File: src/rtl/control_sequencer.sv
// Hardwired control sequencer for the datapath: fetch (T0-T2), decode of the
// instruction register, then execute (T3-T6). Outputs are Moore-decoded from
// the state register and the instruction register contents.
module control_sequencer #(
   parameter logic [4:0] OpMul  = 5'b01111,
   parameter logic [4:0] OpDiv  = 5'b10000,
   parameter logic [4:0] OpNeg  = 5'b10001,
   parameter logic [4:0] OpNot  = 5'b10010,
   parameter logic [4:0] OpNop  = 5'b11010,
   parameter logic [4:0] OpHalt = 5'b11011
) (
   input  logic        clk,
   input  logic        clr,
   input  logic        run,
   input  logic        mem_rdy,
   input  logic [31:0] ir,
   output logic        pc_out,
   output logic        zlo_out,
   output logic        zhi_out,
   output logic        mdr_out,
   output logic        mar_enable,
   output logic        mdr_enable,
   output logic        ir_enable,
   output logic        y_enable,
   output logic        z_enable,
   output logic        lo_enable,
   output logic        hi_enable,
   output logic        pc_increment,
   output logic        read,
   output logic [4:0]  op_code,
   output logic [15:0] reg_in,
   output logic [15:0] reg_out,
   output logic        halted,
   output logic        illegal
);

   typedef enum logic [3:0] {
      StIdle, StT0, StT1, StT2, StT3, StT4, StT5, StT6, StHalt
   } state_e;

   state_e state_q;
   state_e end_st;

   logic [4:0] op;
   logic [3:0] ra, rb, rc;
   logic       is_alu, is_muldiv, is_unary, is_nop, is_halt;
   logic       unused_ir_bits;

   assign op = ir[31:27];
   assign ra = ir[26:23];
   assign rb = ir[22:19];
   assign rc = ir[18:15];
   assign unused_ir_bits = ^ir[14:0];

   assign is_alu    = (op < OpMul);
   assign is_muldiv = (op == OpMul) || (op == OpDiv);
   assign is_unary  = (op == OpNeg) || (op == OpNot);
   assign is_nop    = (op == OpNop);
   assign is_halt   = (op == OpHalt);

   // Where the last execute cycle of an instruction goes.
   assign end_st = run ? StT0 : StIdle;

   // State sequencing; clr aborts any instruction in flight.
   always_ff @(posedge clk or negedge clr) begin
      if (!clr) begin
         state_q <= StIdle;
      end else begin
         unique case (state_q)
            StIdle: state_q <= run ? StT0 : StIdle;
            StT0:   state_q <= StT1;
            StT1:   state_q <= mem_rdy ? StT2 : StT1;
            StT2:   state_q <= StT3;
            StT3: begin
               if (is_halt) begin
                  state_q <= StHalt;
               end else if (is_alu || is_muldiv || is_unary) begin
                  state_q <= StT4;
               end else begin
                  state_q <= end_st;
               end
            end
            StT4:   state_q <= (is_alu || is_muldiv) ? StT5 : end_st;
            StT5:   state_q <= is_muldiv ? StT6 : end_st;
            StT6:   state_q <= end_st;
            StHalt: state_q <= StHalt;
            default: state_q <= StIdle;
         endcase
      end
   end

   // Control decode. IR is loaded on the edge leaving T2, so the decode has to
   // follow ir combinationally rather than being captured on that same edge.
   always_comb begin
      pc_out       = 1'b0;
      zlo_out      = 1'b0;
      zhi_out      = 1'b0;
      mdr_out      = 1'b0;
      mar_enable   = 1'b0;
      mdr_enable   = 1'b0;
      ir_enable    = 1'b0;
      y_enable     = 1'b0;
      z_enable     = 1'b0;
      lo_enable    = 1'b0;
      hi_enable    = 1'b0;
      pc_increment = 1'b0;
      read         = 1'b0;
      op_code      = 5'b0;
      reg_in       = 16'b0;
      reg_out      = 16'b0;
      halted       = 1'b0;
      illegal      = 1'b0;
      unique case (state_q)
         StT0: begin
            pc_out       = 1'b1;
            mar_enable   = 1'b1;
            pc_increment = 1'b1;
         end
         StT1: begin
            read       = 1'b1;
            mdr_enable = 1'b1;
         end
         StT2: begin
            mdr_out   = 1'b1;
            ir_enable = 1'b1;
         end
         StT3: begin
            if (is_alu) begin
               reg_out  = 16'b1 << rb;
               y_enable = 1'b1;
            end else if (is_muldiv) begin
               reg_out  = 16'b1 << ra;
               y_enable = 1'b1;
            end else if (is_unary) begin
               reg_out  = 16'b1 << rb;
               op_code  = op;
               z_enable = 1'b1;
            end else if (!is_nop && !is_halt) begin
               illegal = 1'b1;
            end
         end
         StT4: begin
            if (is_alu) begin
               reg_out  = 16'b1 << rc;
               op_code  = op;
               z_enable = 1'b1;
            end else if (is_muldiv) begin
               reg_out  = 16'b1 << rb;
               op_code  = op;
               z_enable = 1'b1;
            end else if (is_unary) begin
               zlo_out = 1'b1;
               reg_in  = 16'b1 << ra;
            end
         end
         StT5: begin
            if (is_alu) begin
               zlo_out = 1'b1;
               reg_in  = 16'b1 << ra;
            end else if (is_muldiv) begin
               zlo_out   = 1'b1;
               lo_enable = 1'b1;
            end
         end
         StT6: begin
            if (is_muldiv) begin
               zhi_out   = 1'b1;
               hi_enable = 1'b1;
            end
         end
         StHalt: halted = 1'b1;
         default: ;
      endcase
   end

endmodule
File: config.mk
export PLATFORM = sky130hd
export DESIGN_NAME = control_sequencer
export DESIGN_NICKNAME = d
export VERILOG_FILES = /design/src/rtl/control_sequencer.sv
export SDC_FILE = /design/constraint.sdc
export NUM_CORES = 1
export LEC_CHECK = 0
export BUFFER_PORTS_ARGS = -buffer_cell sky130_fd_sc_hd__buf_2
export CAP_MARGIN = 15
export CORE_ASPECT_RATIO = 1.4
export CORE_MARGIN = 8
export CORE_UTILIZATION = 45
export CTS_CLUSTER_SIZE = 30
export DETAILED_ROUTE_END_ITERATION = 12
export GPL_ROUTABILITY_DRIVEN = 0
export PLACE_DENSITY = 0.95
export SYNTH_ARGS = -nofsm -noshare
export SYNTH_HDL_FRONTEND = slang
export SYNTH_SLANG_ARGS = --single-unit
File: constraint.sdc
create_clock -name clk -period 5.4 [get_ports clk]
set_input_delay 1.08 -clock clk [delete_from_list [all_inputs] [get_ports clk]]
set_output_delay 1.08 -clock clk [all_outputs]
set_load 0.005 [all_outputs]
==> results.md <==
- Status: complete, no violations
- Core area: 2615 µm²
- Power Density: 166.6 nW/µm²
- Worst hold path type: in2async
- Top_reg_cell synth: dfrtp_1
- Synth area leader: nor2_1
- Initial antenna violation count: 0
- YS warnings: 0
- Total clock buffers created by CTS: 3
- Netlist cell types: 53
- Synth Register Bits: 4
- Post-cts gate resize count: 0
- Die Y-Extent: 78.05 µm
- Slowest CP cell: a32oi_2
- Post-Syn Area: 1237 µm²
- PnR worst setup slack: 1423 ps
- Sequential Power Share: 0.272
- Crit path buf inv count: 2
- Routed wire length: 4393 µm
- Die area: 4708 µm²
- Post-synth EDFFs: 0
- Worst Path Max Fanout: 13
- Sequential element share of the synthesized area: 0.08089
- Metal-1 WL: 1680 µm
- Max-cap violation count: 0
- Die Span X: 60.32 µm
- Root buffer selected by CTS: clkbuf_4
- RSZ-0062 raised after global routing: no
- Most common cell in the synthesized netlist: nor2_1
- Critical-path cell list: buf_2 > and3_1 > a32oi_2 > o32ai_4 > a221o_1 > buf_2
- Largest register FFs: 4
- Router iterations before antenna repair: 4
- Slew HR: 0.5336
- Design Power: 0.2610 mW
- DRC: 0
- CP required: 4320 ps
- Peak VDD IR: 0.1736 mV
- Area contributors post-synth: nor2_1 (10%), dfrtp_1 (8.1%), nand2b_1 (5.6%)
- Worst Setup Start Kind: input port
- Syn avg cell area: 6.547 µm²
- Final Hold Vio Count: 0
- Antenna Violating Nets Remaining: 0
- H-tree level count: 1
- Most frequent cells after synthesis: nor2_1 (34), nand2_1 (17), nand2b_1 (11)
- Setup violators final: 0
- Fin nets: 286
- Max Used Layer: met4
- Data arrival, critical path: 2900 ps
- Synth top area share: 0.1031
- Row count: 22
- Layout cell share with drive strength beyond 1: 0.3548
- CTS sink cnt: 4
- Layout Utilization: 0.5990
- Setup crit end kind: output pin
- Setup total negative slack: 0 ps
- Placed cell area: 1544 µm²
- Clock skew: 3.629 ps
- Worst skew pair latency: 230 ps
- Crit path top cell by count: buf_2
- Vias in the first global route: 1,614
- Leakage: 0.7407 nW
- CTS tree: built
- Final HPWL DP: 3531 µm
- Cell internal pwr: 0.1308 mW
- Largest regs: state_q x4
- Vias/cell: 6.063
- Fmax: 251.4 MHz
- Switching power: 0.1302 mW
- Wire per inst: 15.47 µm
- Comb power frac: 0.585
- Final Cell Area: 1567 µm²
- Setup CP Type: in2out
- Area growth syn-to-layout: 26.59%
- I/O pins: 88
- Largest net degree at the start of global routing: 15
- Iter 0 DRT Violations: 121
- Clk pwr share: 0.142
- Reg with most FFs: state_q
- Metal2 WL: 2131 µm
- Gr ovfl total: 0
- GR Util All Layers: 0.1752
- First-pass GRT wire length: 6906 µm
- Worst reg-to-reg setup slack: 3840 ps
- Hold-fix buffers, CTS: 0
- Antenna Cells: 0
- Slew Limit Fails: 0
- Final Critical Period: 3977 ps
- Routed wire length on met3: 483 µm
- CTS max path bufs: 2
- Ys async rst share: 1.000
- Syn nets: 225
- Final worst-path cycle share: 0.7365
- Sw frac: 0.4990
- Initial core utilization: 0.4732
- Port bufs: 72
- Pre-CTS WS: 1450 ps
- Mapped Cells: 189
- Post-CTS Setup Bufs: 0
- Least-Margin Pin Slew: 699.6 ps
- Clock slew at reported path FFs: 40 ps
- Via count: 1,722
- Cell family with most CP delay: compound AO/OA/AOI/OAI gates
- Max incr delay on CP: 610 ps
==> cells by family after synthesis <==
family | synth area share
buffers and inverters | 0.09504
XOR/XNOR | 0.007079
flip-flops | 0.08089
multiplexers | 0.01719
AND/OR/NAND/NOR | 0.5227
AO/OA/AOI/OAI | 0.2770
==> cell usage in the layout (no fill, tap or decap), drive strengths merged, types with 2 or more instances in the layout <==
master | synthesis | routed
nor2b | 3 | 3
a22oi | 2 | 2
o211ai | 6 | 6
nand2 | 17 | 17
inv | 5 | 5
a21oi | 9 | 9
nor4b | 3 | 3
o221ai | 4 | 4
clkbuf | 3 | 3
or3 | 4 | 4
nand3b | 6 | 6
a41oi | 2 | 2
a32oi | 3 | 3
o21ai | 9 | 9
o31ai | 2 | 2
nand3 | 10 | 10
dfrtp | 4 | 4
nor3 | 10 | 10
or2 | 2 | 2
a221o | 2 | 2
and3 | 2 | 2
nor2 | 34 | 34
buf | 13 | 72
nor3b | 4 | 4
nand2b | 11 | 11
nor4 | 2 | 2
nand4 | 2 | 2
==> power by group through the flow <==
stage / logic, mW / clock network, mW / registers [mW]
2_1_floorplan: 0.138 / 0 / 0.0455
3_3_place_gp: 0.148 / 0 / 0.0695
3_5_place_dp: 0.152 / 0 / 0.0703
4_1_cts: 0.153 / 0.0392 / 0.0702
5_1_grt: 0.169 / 0.0402 / 0.0756
6_report: 0.153 / 0.0372 / 0.0711
==> area by class of cell <==
cell class	instances	area, µm²
repair buffers	72	360.3
fillers	244	1049
clock buffers	3	22.52
well taps	36	45.04
flip-flops and latches	4	100.1
multi-input cells	164	1020
inverters	5	18.77
==> worst paths after layout <==
kind	startpoint	end	cells after the start
worst max-delay path	ir[27]	reg_out[3]	6
max in group asynchronous	clr	state_q[1]$_DFF_PN0_	1
worst min-delay path	clr	state_q[0]$_DFF_PN0_	1
worst max register to register	state_q[2]$_DFF_PN0_	state_q[0]$_DFF_PN0_	3
min in group clk	state_q[3]$_DFF_PN0_	state_q[1]$_DFF_PN0_	1
worst min register to register	state_q[3]$_DFF_PN0_	state_q[1]$_DFF_PN0_	1
==> stage by stage <==
| step | std cells | hold WS (ps) |
|---|---|---|
| 5_1_grt | 284 | 636.7 |
| 4_1_cts | 284 | 632.2 |
| 3_5_place_dp | 281 | 663.2 |
| 3_3_place_gp | 281 | 646.2 |
| 2_1_floorplan | 189 | 678.5 |
| 6_report | 284 | 639.4 |
==> metal layers <==
metal,vias to the layer above,GRT usage
li1,828,-
met1,767,0.1955
met2,116,0.3090
met3,11,0.03426
met4,0,0.06715
met5,-,0
No activity file was read; power rests on OpenSTA's default activity.
